## src/rtl/rx_deframer_pkg.sv

```systemverilog
// Shared HDLC/Econet definitions for the receive deframer and transmit framer:
// line constants, CRC-16/X.25 parameters, receive state encoding.
package econet_hdlc_pkg;

    localparam logic [7:0]  FLAG          = 8'h7E;
    localparam logic [15:0] CRC_INIT      = 16'hFFFF;
    localparam logic [15:0] CRC_POLY_REFL = 16'h8408;
    localparam logic [15:0] CRC_GOOD      = 16'hF0B8;

    typedef enum logic [1:0] {
        ST_HUNT,
        ST_SYNC,
        ST_DATA,
        ST_ABORT
    } rx_state_t;

    // One reflected CRC step; the register shifts toward bit 0 as bits arrive LSB-first.
    function automatic logic [15:0] crc16_bit(input logic [15:0] crc, input logic din);
        logic fb;
        fb = crc[0] ^ din;
        return fb ? ((crc >> 1) ^ CRC_POLY_REFL) : (crc >> 1);
    endfunction

endpackage

```

## src/rtl/rx_deframer_if.sv

```systemverilog
// Byte-side outputs of the receive deframer: payload strobe plus frame status levels.
interface rx_deframer_if;

    logic [7:0] rx_data;
    logic       rx_valid;
    logic       rx_sof;
    logic       rx_eof;
    logic       rx_crc_ok;
    logic       rx_error;
    logic       abort;
    logic       idle;

    modport master (
        output rx_data, rx_valid, rx_sof, rx_eof, rx_crc_ok, rx_error, abort, idle
    );

    modport slave (
        input rx_data, rx_valid, rx_sof, rx_eof, rx_crc_ok, rx_error, abort, idle
    );

endinterface

```

## src/rtl/rx_deframer_crc16.sv

```systemverilog
// Bit-serial CRC-16/X.25 register with clear and good-residual compare.
module hdlc_crc16
    import econet_hdlc_pkg::*;
(
    input  logic clk,
    input  logic reset,
    input  logic clear,
    input  logic en,
    input  logic din,
    output logic good
);

    logic [15:0] crc;

    always_ff @(posedge clk) begin
        if (!reset || clear) begin
            crc <= CRC_INIT;
        end else if (en) begin
            crc <= crc16_bit(crc, din);
        end
    end

    assign good = (crc == CRC_GOOD);

endmodule

```

## src/rtl/rx_deframer.sv

```systemverilog
// HDLC/Econet receive deframer: flag/abort/idle detection, zero removal, LSB-first
// byte assembly, CRC-16/X.25 check and FCS stripping, one line bit per clk.
module rx_deframer
    import econet_hdlc_pkg::*;
#(
    parameter int IDLE_ONES = 15,
    parameter int MIN_BYTES = 3
) (
    input  logic          clk,
    input  logic          reset,
    input  logic          rxdata,
    rx_deframer_if.master rx
);

    localparam int             BCW    = $clog2(MIN_BYTES + 1);
    localparam logic [BCW-1:0] MIN_B  = BCW'(MIN_BYTES);
    localparam logic [3:0]     IDLE_N = 4'(IDLE_ONES);

    rx_state_t state, state_nxt;

    logic [3:0]       ones_cnt, ones_nxt;
    logic             ev_stuff, ev_flag, ev_abort;
    logic             data_bit, commit, byte_done, eof_evt, frame_err;
    logic [6:0]       la;
    logic [2:0]       la_cnt;
    logic [7:0]       byte_sr, new_byte;
    logic [2:0]       bit_cnt;
    logic [BCW-1:0]   byte_cnt;
    logic [1:0][7:0]  hold;
    logic [1:0]       vld_pipe;
    logic             sof_pend;
    logic             crc_good;

    // Line-level events, all decoded from the ones run length before this bit.
    assign ev_stuff = !rxdata && (ones_cnt == 4'd5);
    assign ev_flag  = !rxdata && (ones_cnt == 4'd6);
    assign ev_abort =  rxdata && (ones_cnt == 4'd6);
    assign ones_nxt = !rxdata ? 4'd0 : (ones_cnt == 4'd15) ? 4'd15 : ones_cnt + 4'd1;

    // A bit leaves the 7-deep lookahead only once it cannot be part of a flag.
    assign data_bit  = (state == ST_SYNC || state == ST_DATA) && !ev_stuff && !ev_flag && !ev_abort;
    assign commit    = data_bit && (la_cnt == 3'd7);
    assign new_byte  = {la[0], byte_sr[7:1]};
    assign byte_done = commit && (bit_cnt == 3'd7);
    assign frame_err = (bit_cnt != 3'd0) || (byte_cnt < MIN_B);

    always_ff @(posedge clk) begin
        if (!reset) begin
            state <= ST_HUNT;
        end else begin
            state <= state_nxt;
        end
    end

    always_comb begin
        state_nxt = state;
        eof_evt   = 1'b0;
        if (ev_flag) begin
            state_nxt = ST_SYNC;
            eof_evt   = (state == ST_DATA);
        end else if (ev_abort) begin
            state_nxt = ST_ABORT;
        end else if (commit && state == ST_SYNC) begin
            state_nxt = ST_DATA;
        end
    end

    always_ff @(posedge clk) begin
        if (!reset) begin
            ones_cnt     <= 4'd0;
            la           <= 7'd0;
            la_cnt       <= 3'd0;
            byte_sr      <= 8'h00;
            bit_cnt      <= 3'd0;
            byte_cnt     <= '0;
            hold         <= '0;
            vld_pipe     <= 2'b00;
            sof_pend     <= 1'b0;
            rx.rx_data   <= 8'h00;
            rx.rx_valid  <= 1'b0;
            rx.rx_sof    <= 1'b0;
            rx.rx_eof    <= 1'b0;
            rx.rx_crc_ok <= 1'b0;
            rx.rx_error  <= 1'b0;
            rx.abort     <= 1'b0;
            rx.idle      <= 1'b0;
        end else begin
            ones_cnt     <= ones_nxt;
            rx.rx_valid  <= 1'b0;
            rx.rx_sof    <= 1'b0;
            rx.rx_eof    <= 1'b0;
            rx.rx_crc_ok <= 1'b0;
            rx.rx_error  <= 1'b0;

            if (!rxdata) begin
                rx.idle <= 1'b0;
            end else if (ones_nxt == IDLE_N) begin
                rx.idle <= 1'b1;
            end

            if (ev_abort) begin
                rx.abort <= 1'b1;
            end else if (ev_flag) begin
                rx.abort <= 1'b0;
            end

            // Flag or abort drops the lookahead and the two held bytes (FCS on a flag).
            if (ev_flag || ev_abort) begin
                la_cnt   <= 3'd0;
                bit_cnt  <= 3'd0;
                byte_cnt <= '0;
                vld_pipe <= 2'b00;
                sof_pend <= 1'b1;
            end else if (data_bit) begin
                la <= {rxdata, la[6:1]};
                if (la_cnt != 3'd7) begin
                    la_cnt <= la_cnt + 3'd1;
                end
                if (commit) begin
                    byte_sr <= new_byte;
                    bit_cnt <= bit_cnt + 3'd1;
                end
                if (byte_done) begin
                    hold     <= {hold[0], new_byte};
                    vld_pipe <= {vld_pipe[0], 1'b1};
                    if (byte_cnt != MIN_B) begin
                        byte_cnt <= byte_cnt + BCW'(1);
                    end
                    if (vld_pipe[1]) begin
                        rx.rx_valid <= 1'b1;
                        rx.rx_data  <= hold[1];
                        rx.rx_sof   <= sof_pend;
                        sof_pend    <= 1'b0;
                    end
                end
            end

            if (eof_evt) begin
                rx.rx_eof    <= 1'b1;
                rx.rx_error  <= frame_err;
                rx.rx_crc_ok <= !frame_err && crc_good;
            end
        end
    end

    hdlc_crc16 u_crc (
        .clk   (clk),
        .reset (reset),
        .clear (ev_flag || ev_abort),
        .en    (commit),
        .din   (la[0]),
        .good  (crc_good)
    );

endmodule

```

## src/flat_wrapper.sv

```systemverilog
// flat-port wrapper written by rule: the top's interface ports become plain ports
module rx_deframer_flat import econet_hdlc_pkg::*;
#(
    parameter int IDLE_ONES = 15,
    parameter int MIN_BYTES = 3
)
  (clk, reset, rxdata, rx_rx_data, rx_rx_valid, rx_rx_sof, rx_rx_eof, rx_rx_crc_ok, rx_rx_error, rx_abort, rx_idle);
  rx_deframer_if rx_i ();
  input  logic clk;
  input  logic reset;
  input  logic rxdata;
  output wire logic [$bits(rx_i.rx_data)-1:0] rx_rx_data;
  output wire logic [$bits(rx_i.rx_valid)-1:0] rx_rx_valid;
  output wire logic [$bits(rx_i.rx_sof)-1:0] rx_rx_sof;
  output wire logic [$bits(rx_i.rx_eof)-1:0] rx_rx_eof;
  output wire logic [$bits(rx_i.rx_crc_ok)-1:0] rx_rx_crc_ok;
  output wire logic [$bits(rx_i.rx_error)-1:0] rx_rx_error;
  output wire logic [$bits(rx_i.abort)-1:0] rx_abort;
  output wire logic [$bits(rx_i.idle)-1:0] rx_idle;
  assign rx_rx_data = rx_i.rx_data;
  assign rx_rx_valid = rx_i.rx_valid;
  assign rx_rx_sof = rx_i.rx_sof;
  assign rx_rx_eof = rx_i.rx_eof;
  assign rx_rx_crc_ok = rx_i.rx_crc_ok;
  assign rx_rx_error = rx_i.rx_error;
  assign rx_abort = rx_i.abort;
  assign rx_idle = rx_i.idle;
  rx_deframer #(.IDLE_ONES(IDLE_ONES), .MIN_BYTES(MIN_BYTES)) u_core (.clk(clk), .reset(reset), .rxdata(rxdata), .rx(rx_i));
endmodule
```

## config.mk

```make
export PLATFORM = sky130hd
export DESIGN_NAME = rx_deframer_flat
export DESIGN_NICKNAME = d
export VERILOG_FILES = /design/src/rtl/rx_deframer_pkg.sv /design/src/rtl/rx_deframer_if.sv /design/src/rtl/rx_deframer_crc16.sv /design/src/rtl/rx_deframer.sv /design/src/flat_wrapper.sv
export SDC_FILE = /design/constraint.sdc
export NUM_CORES = 1
export LEC_CHECK = 0
export CELL_PAD_IN_SITES_DETAIL_PLACEMENT = 1
export CELL_PAD_IN_SITES_GLOBAL_PLACEMENT = 1
export CORE_MARGIN = 3
export CORE_UTILIZATION = 45
export CTS_BUF_LIST = sky130_fd_sc_hd__clkbuf_16
export DETAILED_ROUTE_END_ITERATION = 7
export GPL_ROUTABILITY_DRIVEN = 0
export GPL_TIMING_DRIVEN = 0
export PLACE_DENSITY = 0.77
export REMOVE_ABC_BUFFERS = 1
export SYNTH_ARGS = -nofsm -noshare
export SYNTH_HDL_FRONTEND = slang
export SYNTH_SLANG_ARGS = --single-unit
```

## constraint.sdc

```tcl
create_clock -name clk -period 2 [get_ports clk]
set_input_delay 0.5 -clock clk [delete_from_list [all_inputs] [get_ports clk]]
set_output_delay 0.5 -clock clk [all_outputs]
set_load 0.005 [all_outputs]
```

==> run_results.csv, run 1 <==
group,metric,value,unit
pwr,p_total,3.320,mW
synthesis,synth_edf_count,0,
global_routing,grt.total_usage,0.1774,
layout,diodes,0,
synthesis,synthCells,320,
clocking,cts_buffers,9,
synthesis,ys.flop_type,"dfxtp_1",
critical_path,crit_arrival,2.12,ns
synthesis,yosysMostFrequentCell,"dfxtp_1",
timing,finalSetupTns,0,ns
detailed_routing,vias,2282,
synthesis,ys_warn_count,0,
layout,fin_nets,352,
die,rows,29,
layout,fillers,711,
detailed_routing,dr.pass1.iters,4,
timing,min_period,1.900,ns
timing,relSlewSlack,0.6277,
clocking,h-tree-depth,3,
clocking,cts_max_path_buffers,2,
global_routing,grt_pass1_vias,2346,
synthesis,syn_area_per_cell,9.873,um^2
timing,worst-slew-pin-transition,0.5584,ns
synthesis,synth_top_family_by_area,"simple AND/OR/NAND/NOR gates",
synthesis,synthSimpleGateAreaFrac,0.1711,
min_path,min_path_cells,2,
timing,holdWs,0.4565,ns
global_routing,grt_overflow_total,0,
place,place_hpwl,4051,um
synthesis,yosys.area_share.xor_xnor,0.01109,
critical_path,crit_path_max_fanout,10,
synthesis,synth_compound_area_frac,0.09347,
run_status,status,"finished, final reports clean",
synthesis,synthTopCellsByCount,"78 x dfxtp_1, 58 x nand2_1, 44 x mux2i_1, 19 x nor2_1",
timing,max_freq,526.2,MHz
detailed_routing,drt_iter0_drc,73,
timing,skew,0.005817,ns
pwr,p_per_area,885.8,nW/um^2
clocking,cts.sinks,78,
synthesis,yosys_register_bits,78,
global_routing,grt_start_max_net_pins,52,
timing,rsz0062_at_grt,"true",
clocking,insertion_delay,0.33,ns
critical_path,cp-end-kind,"flip-flop",
die,initial_core_util,0.4810,
flow_run,maxCapViolCount,0,
pwr,vdd_drop_max,0.6134,mV
detailed_routing,detail-route-antenna-nets,0,
die,die_x,89.79,um
synthesis,ys_seq_area_frac,0.4943,
layout,drive_gt1_frac,0.1050,
detailed_routing,wl_per_cell,16.00,um
pwr,p_leak,1.411,nW
clocking,postCtsHoldBufs,0,
synthesis,synthAdderAreaFrac,0.04356,
detailed_routing,drcViolationCount,0,
detailed_routing,wl,6974,um
layout,syn2layout_area_growth,18.65,%
die,io_pins,18,
timing,drv_slew,0,
place,io_buffers,17,
global_routing,grt_pass1_wl,11590,um
critical_path,worstPathRequired,2.22,ns
synthesis,synth_top_cell_by_area,"dfxtp_1",
critical_path,start_kind,"flip-flop",
synthesis,async_flop_share,0,
detailed_routing,via_per_inst,5.234,
clocking,cts_root_buf,"clkbuf_16",
layout,final_util,0.5708,
die,core,6568,um^2
die,dieArea,8062,um^2
synthesis,syn-cell-area,3159,um^2
global_routing,grt_antenna_before_repair,0,
synthesis,yosysUniqueCellTypes,43,
timing,final_hold_viol_count,0,
min_path,hold_class,"reg2reg",
critical_path,path_class,"reg2reg",
synthesis,synth.area.top_cells,"dfxtp_1 49%, mux2i_1 14%, nand2_1 6.9%",
clocking,clkTransAtPathRegs,0.06,ns
synthesis,yosysTopAreaCellShare,0.4943,
die,die_h,89.79,um
clocking,cts_tree,"yes",
critical_path,reg2reg_depth,7,
timing,setup_viol,0,
synthesis,synthMuxAreaShare,0.1394,
timing,period_share,0.9502,
[critical path, cell delays in order (launching register included)]
cell and delay, ns:
dfxtp_1 0.35, inv_1 0.05, ha_1 0.32, inv_1 0.13, a22oi_4 0.47, nor2_4 0.08
buf_4 0.19, and3_1 0.19
[repair_timing]
item | CTS | global route
buffers inserted | 3 | 2
pin swaps | 2 | 2
endpoints found under the setup margin | 47 | 42
cloned | 0 | 1
gates resized for setup | 5 | 5
[logic make-up (layout without fill, tap and decap cells)]
kind of cell,Yosys count,in the layout
DFF,78,78
buffers and inverters,27,49
adders and majority gates,11,11
AOI/OAI and AO/OA,43,44
xor gates and xnor gates,4,4
and+or+nand+nor,113,113
muxes,44,44
[placed cells by master, fill, tap and decap left out, drive strengths merged, types with 7 or more instances in the layout]
cell	n
nand3	10
nor2	22
o21ai	11
nand2	59
clkbuf	9
ha	11
a21oi	11
clkdlybuf4s50	15
a21boi	7
mux2i	44
dfxtp	78
inv	13
[where the power goes]
group	internal (mW)	switching, mW	leakage, nW
Combinational	0.0116	0.0363	0.627
Clock	1.08	0.629	0.154
Sequential	1.56	0.00317	0.629
Total	2.65	0.668	1.41
[state kept, by name, indices dropped and copies added, names as in the netlist, 2 cells and up]
name / count
u_core.bit_cnt: 3
u_core.byte_cnt: 2
u_core.byte_sr: 7
u_core.hold: 16
u_core.la: 7
u_core.la_cnt: 3
u_core.ones_cnt: 4
u_core.rx.rx_data: 8
u_core.state: 2
u_core.u_crc.crc: 16
u_core.vld_pipe: 2
[final timing paths]
| check | startpoint | to | slack (ns) |
|---|---|---|---|
| max | u_core.state[0] | u_core.rx.rx_sof | 0.1 |
| min | u_core.rx.rx_data[1] | u_core.rx.rx_data[1] | 0.46 |
| max reg2reg | u_core.state[0] | u_core.rx.rx_sof | 0.1 |
| min reg2reg | u_core.rx.rx_data[1] | u_core.rx.rx_data[1] | 0.46 |
[through the flow]
step / instances / cell area, um^2 / setup slack, ns
final: 436 / 3749 / 0.09970
after global routing: 436 / 3749 / 0.001771
after CTS: 433 / 3699 / 0.004271
after detailed placement: 414 / 3333 / -0.6497
after global placement: 414 / 3338 / -1.971
after floorplan: 304 / 3052 / 0.1769
[final cells by class]
cell class / instances / area (um^2) / share of cell area
tap: 93 / 116.4 / 0.03104
clock inverter: 7 / 91.34 / 0.02437
inverter: 11 / 41.29 / 0.01101
multi-input combinational: 216 / 1496 / 0.3992
sequential: 78 / 1562 / 0.4166
timing repair buffer: 22 / 216.5 / 0.05774
clock buffer: 9 / 225.2 / 0.06008
[layer usage]
metal,up-vias,share of wire,global-route usage
li1,1124,-,-
met1,1125,0.47,0.2264
met2,24,0.50,0.2895
met3,9,0.020,0.03923
met4,0,0.017,0.07663
met5,-,0,0
No activity file was read; power rests on OpenSTA's default activity.
==> inputs of run 2 (changes only) <==
--- a/config.mk
+++ b/config.mk
@@ -6,14 +6,14 @@
 export NUM_CORES = 1
 export LEC_CHECK = 0
 export CELL_PAD_IN_SITES_DETAIL_PLACEMENT = 1
-export CELL_PAD_IN_SITES_GLOBAL_PLACEMENT = 1
+export CELL_PAD_IN_SITES_GLOBAL_PLACEMENT = 2
 export CORE_MARGIN = 3
-export CORE_UTILIZATION = 45
+export CORE_UTILIZATION = 38
 export CTS_BUF_LIST = sky130_fd_sc_hd__clkbuf_16
 export DETAILED_ROUTE_END_ITERATION = 7
 export GPL_ROUTABILITY_DRIVEN = 0
 export GPL_TIMING_DRIVEN = 0
-export PLACE_DENSITY = 0.77
+export PLACE_DENSITY = 0.78
 export REMOVE_ABC_BUFFERS = 1
 export SYNTH_ARGS = -nofsm -noshare
 export SYNTH_HDL_FRONTEND = slang
==> run_results.csv, run 2 (synthesis gave the netlist of run 1 again) <==
group,metric,value,unit
run_status,status,"finished, final reports clean",
place,place_hpwl,3984,um
pwr,clkPwrFrac,0.516,
clocking,insertion_delay,0.33,ns
timing,worst-slew-pin-transition,0.5243,ns
timing,relSlewSlack,0.6505,
place,placed_cells,423,
pwr,cellInternalPower,2.653,mW
layout,syn2layout_area_growth,19.76,%
layout,diodes,0,
critical_path,slowest_stage,"dfxtp_1",
critical_path,path_class,"reg2reg",
global_routing,grt.total_usage,0.1456,
pwr,sequentialPowerShare,0.470,
detailed_routing,drt_iter0_drc,57,
layout,final_common_cell,"dfxtp_1",
detailed_routing,detail-route-antenna-nets,0,
die,core,7888,um^2
global_routing,grt-busiest-layer,"met2",
critical_path,crit_path_max_fanout,9,
clocking,cts_buffers,9,
place,io_buffers,17,
global_routing,use_met3,0.04379,
timing,max_freq,524.7,MHz
die,dieArea,9444,um^2
global_routing,grt_overflow_total,0,
pwr,p_per_area,876.3,nW/um^2
layout,top_regs,"u_core.hold (16), u_core.u_crc.crc (16), u_core.rx.rx_data (8)",
global_routing,grt_start_max_net_pins,52,
layout,final_util,0.4797,
layout,drive_gt1_frac,0.1043,
die,die_h,97.18,um
critical_path,cp-end-kind,"flip-flop",
clocking,cts_root_buf,"clkbuf_16",
flow_run,maxCapViolCount,0,
layout,final_cells,447,
clocking,cts.sinks,78,
global_routing,grt_pass1_vias,2369,
die,io_pins,18,
pwr,vdd_drop_max,0.4742,mV
global_routing,grt_antenna_before_repair,0,
timing,skew,0.006577,ns
detailed_routing,vias,2242,
die,rows,32,
detailed_routing,dr.pass1.iters,6,
timing,finalSetupTns,0,ns
critical_path,start_kind,"flip-flop",
die,die_x,97.18,um
pwr,swShare,0.1999,
layout,layout_common_cells,"78 x dfxtp_1, 57 x nand2_1, 44 x mux2i_1",
global_routing,grtUsageMet1,0.1757,
critical_path,crit_arrival,2.16,ns
clocking,cts_tree,"yes",
clocking,h-tree-depth,3,
pwr,power_switching,662.8,uW
layout,fin_nets,354,
detailed_routing,via_per_inst,5.016,
timing,rsz0062_at_grt,"true",
critical_path,critPathMaxStageDelay,0.36,ns
critical_path,worstPathRequired,2.25,ns
critical_path,crit_chain,"inv_1 -> ha_1 -> nor2_2 -> a22oi_4 -> buf_4 -> or3_1 -> a21oi_1",
timing,drv_slew,0,
timing,min_period,1.906,ns
clocking,cts_max_path_buffers,2,
global_routing,met2_usage,0.2516,
die,initial_core_util,0.4005,
clocking,clkTransAtPathRegs,0.06,ns
detailed_routing,wl_per_cell,14.72,um
timing,setup_viol,0,
pwr,p_total,3.316,mW
timing,period_share,0.9529,
timing,final_hold_viol_count,0,
layout,fillers,891,
pwr,p_comb_frac,0.014,
min_path,hold_class,"reg2reg",
detailed_routing,drcViolationCount,0,
detailed_routing,wl,6579,um
global_routing,grt_pass1_wl,11220,um
pwr,p_leak,1.429,nW
-- run 2: timing repair --
| item | CTS | global route |
|---|---|---|
| gates resized for setup | 5 | 2 |
| hold buffers | 0 | 0 |
| cloned | 1 | 0 |
| pin swaps | 1 | 2 |
| setup endpoints to repair | 48 | 39 |
| setup buffers | 3 | 4 |
-- run 2: final timing paths --
check	startpoint	slack [ns]	endpoint	depth (start not counted)
worst max-delay path	u_core.state[0]	0.09	u_core.la_cnt[0]	7
worst min-delay path	u_core.rx.rx_data[0]	0.46	u_core.rx.rx_data[0]	2
worst max register to register	u_core.state[0]	0.09	u_core.la_cnt[0]	7
worst min register to register	u_core.rx.rx_data[0]	0.46	u_core.rx.rx_data[0]	2
-- run 2: per-stage QoR --
stage	worst slack [ns]	cell area (um^2)	hold slack, ns
finish	0.09422	3784	0.4588
global route	-0.06029	3784	0.4827
CTS	0.02453	3736	0.4655
detailed placement	-0.6143	3344	0.4514
global placement	-1.935	3349	0.4422
floorplan	0.1769	3052	0.4350
-- run 2: worst max-delay path, delay by kind of cell, from the launching register on --
| kind | cells | cell delay (ns) |
|---|---|---|
| flops | 1 | 0.36 |
| simple gates | 2 | 0.58 |
| compound gates | 2 | 0.33 |
| fa+ha+maj | 1 | 0.31 |
| buf+inv | 2 | 0.25 |
-- run 2: power by group through the flow --
stage	sequential [mW]	clock (mW)	combinational, mW
after floorplan	1.59	0	0.0209
after global placement	1.59	0	0.0476
after detailed placement	1.59	0	0.0461
after CTS	1.56	1.76	0.0476
after global routing	1.56	1.83	0.0529
final	1.56	1.71	0.0472
-- run 2: metal layers --
| metal | part of all wire | up-vias |
|---|---|---|
| met4 | 0.0084 | 0 |
| met1 | 0.47 | 1086 |
| li1 | - | 1131 |
| met2 | 0.50 | 19 |
| met3 | 0.022 | 6 |
| met5 | 0 | - |
-- run 2: cell type report --
cell class	instances	area, um^2	share of cell area
Multi-Input combinational cell	216	1479	0.3909
Sequential cell	78	1562	0.4127
Clock buffer	9	225.2	0.05952
Tap cell	102	127.6	0.03373
Clock inverter	7	88.84	0.02348
Inverter	11	41.29	0.01091
Timing Repair Buffer	24	260.3	0.06878
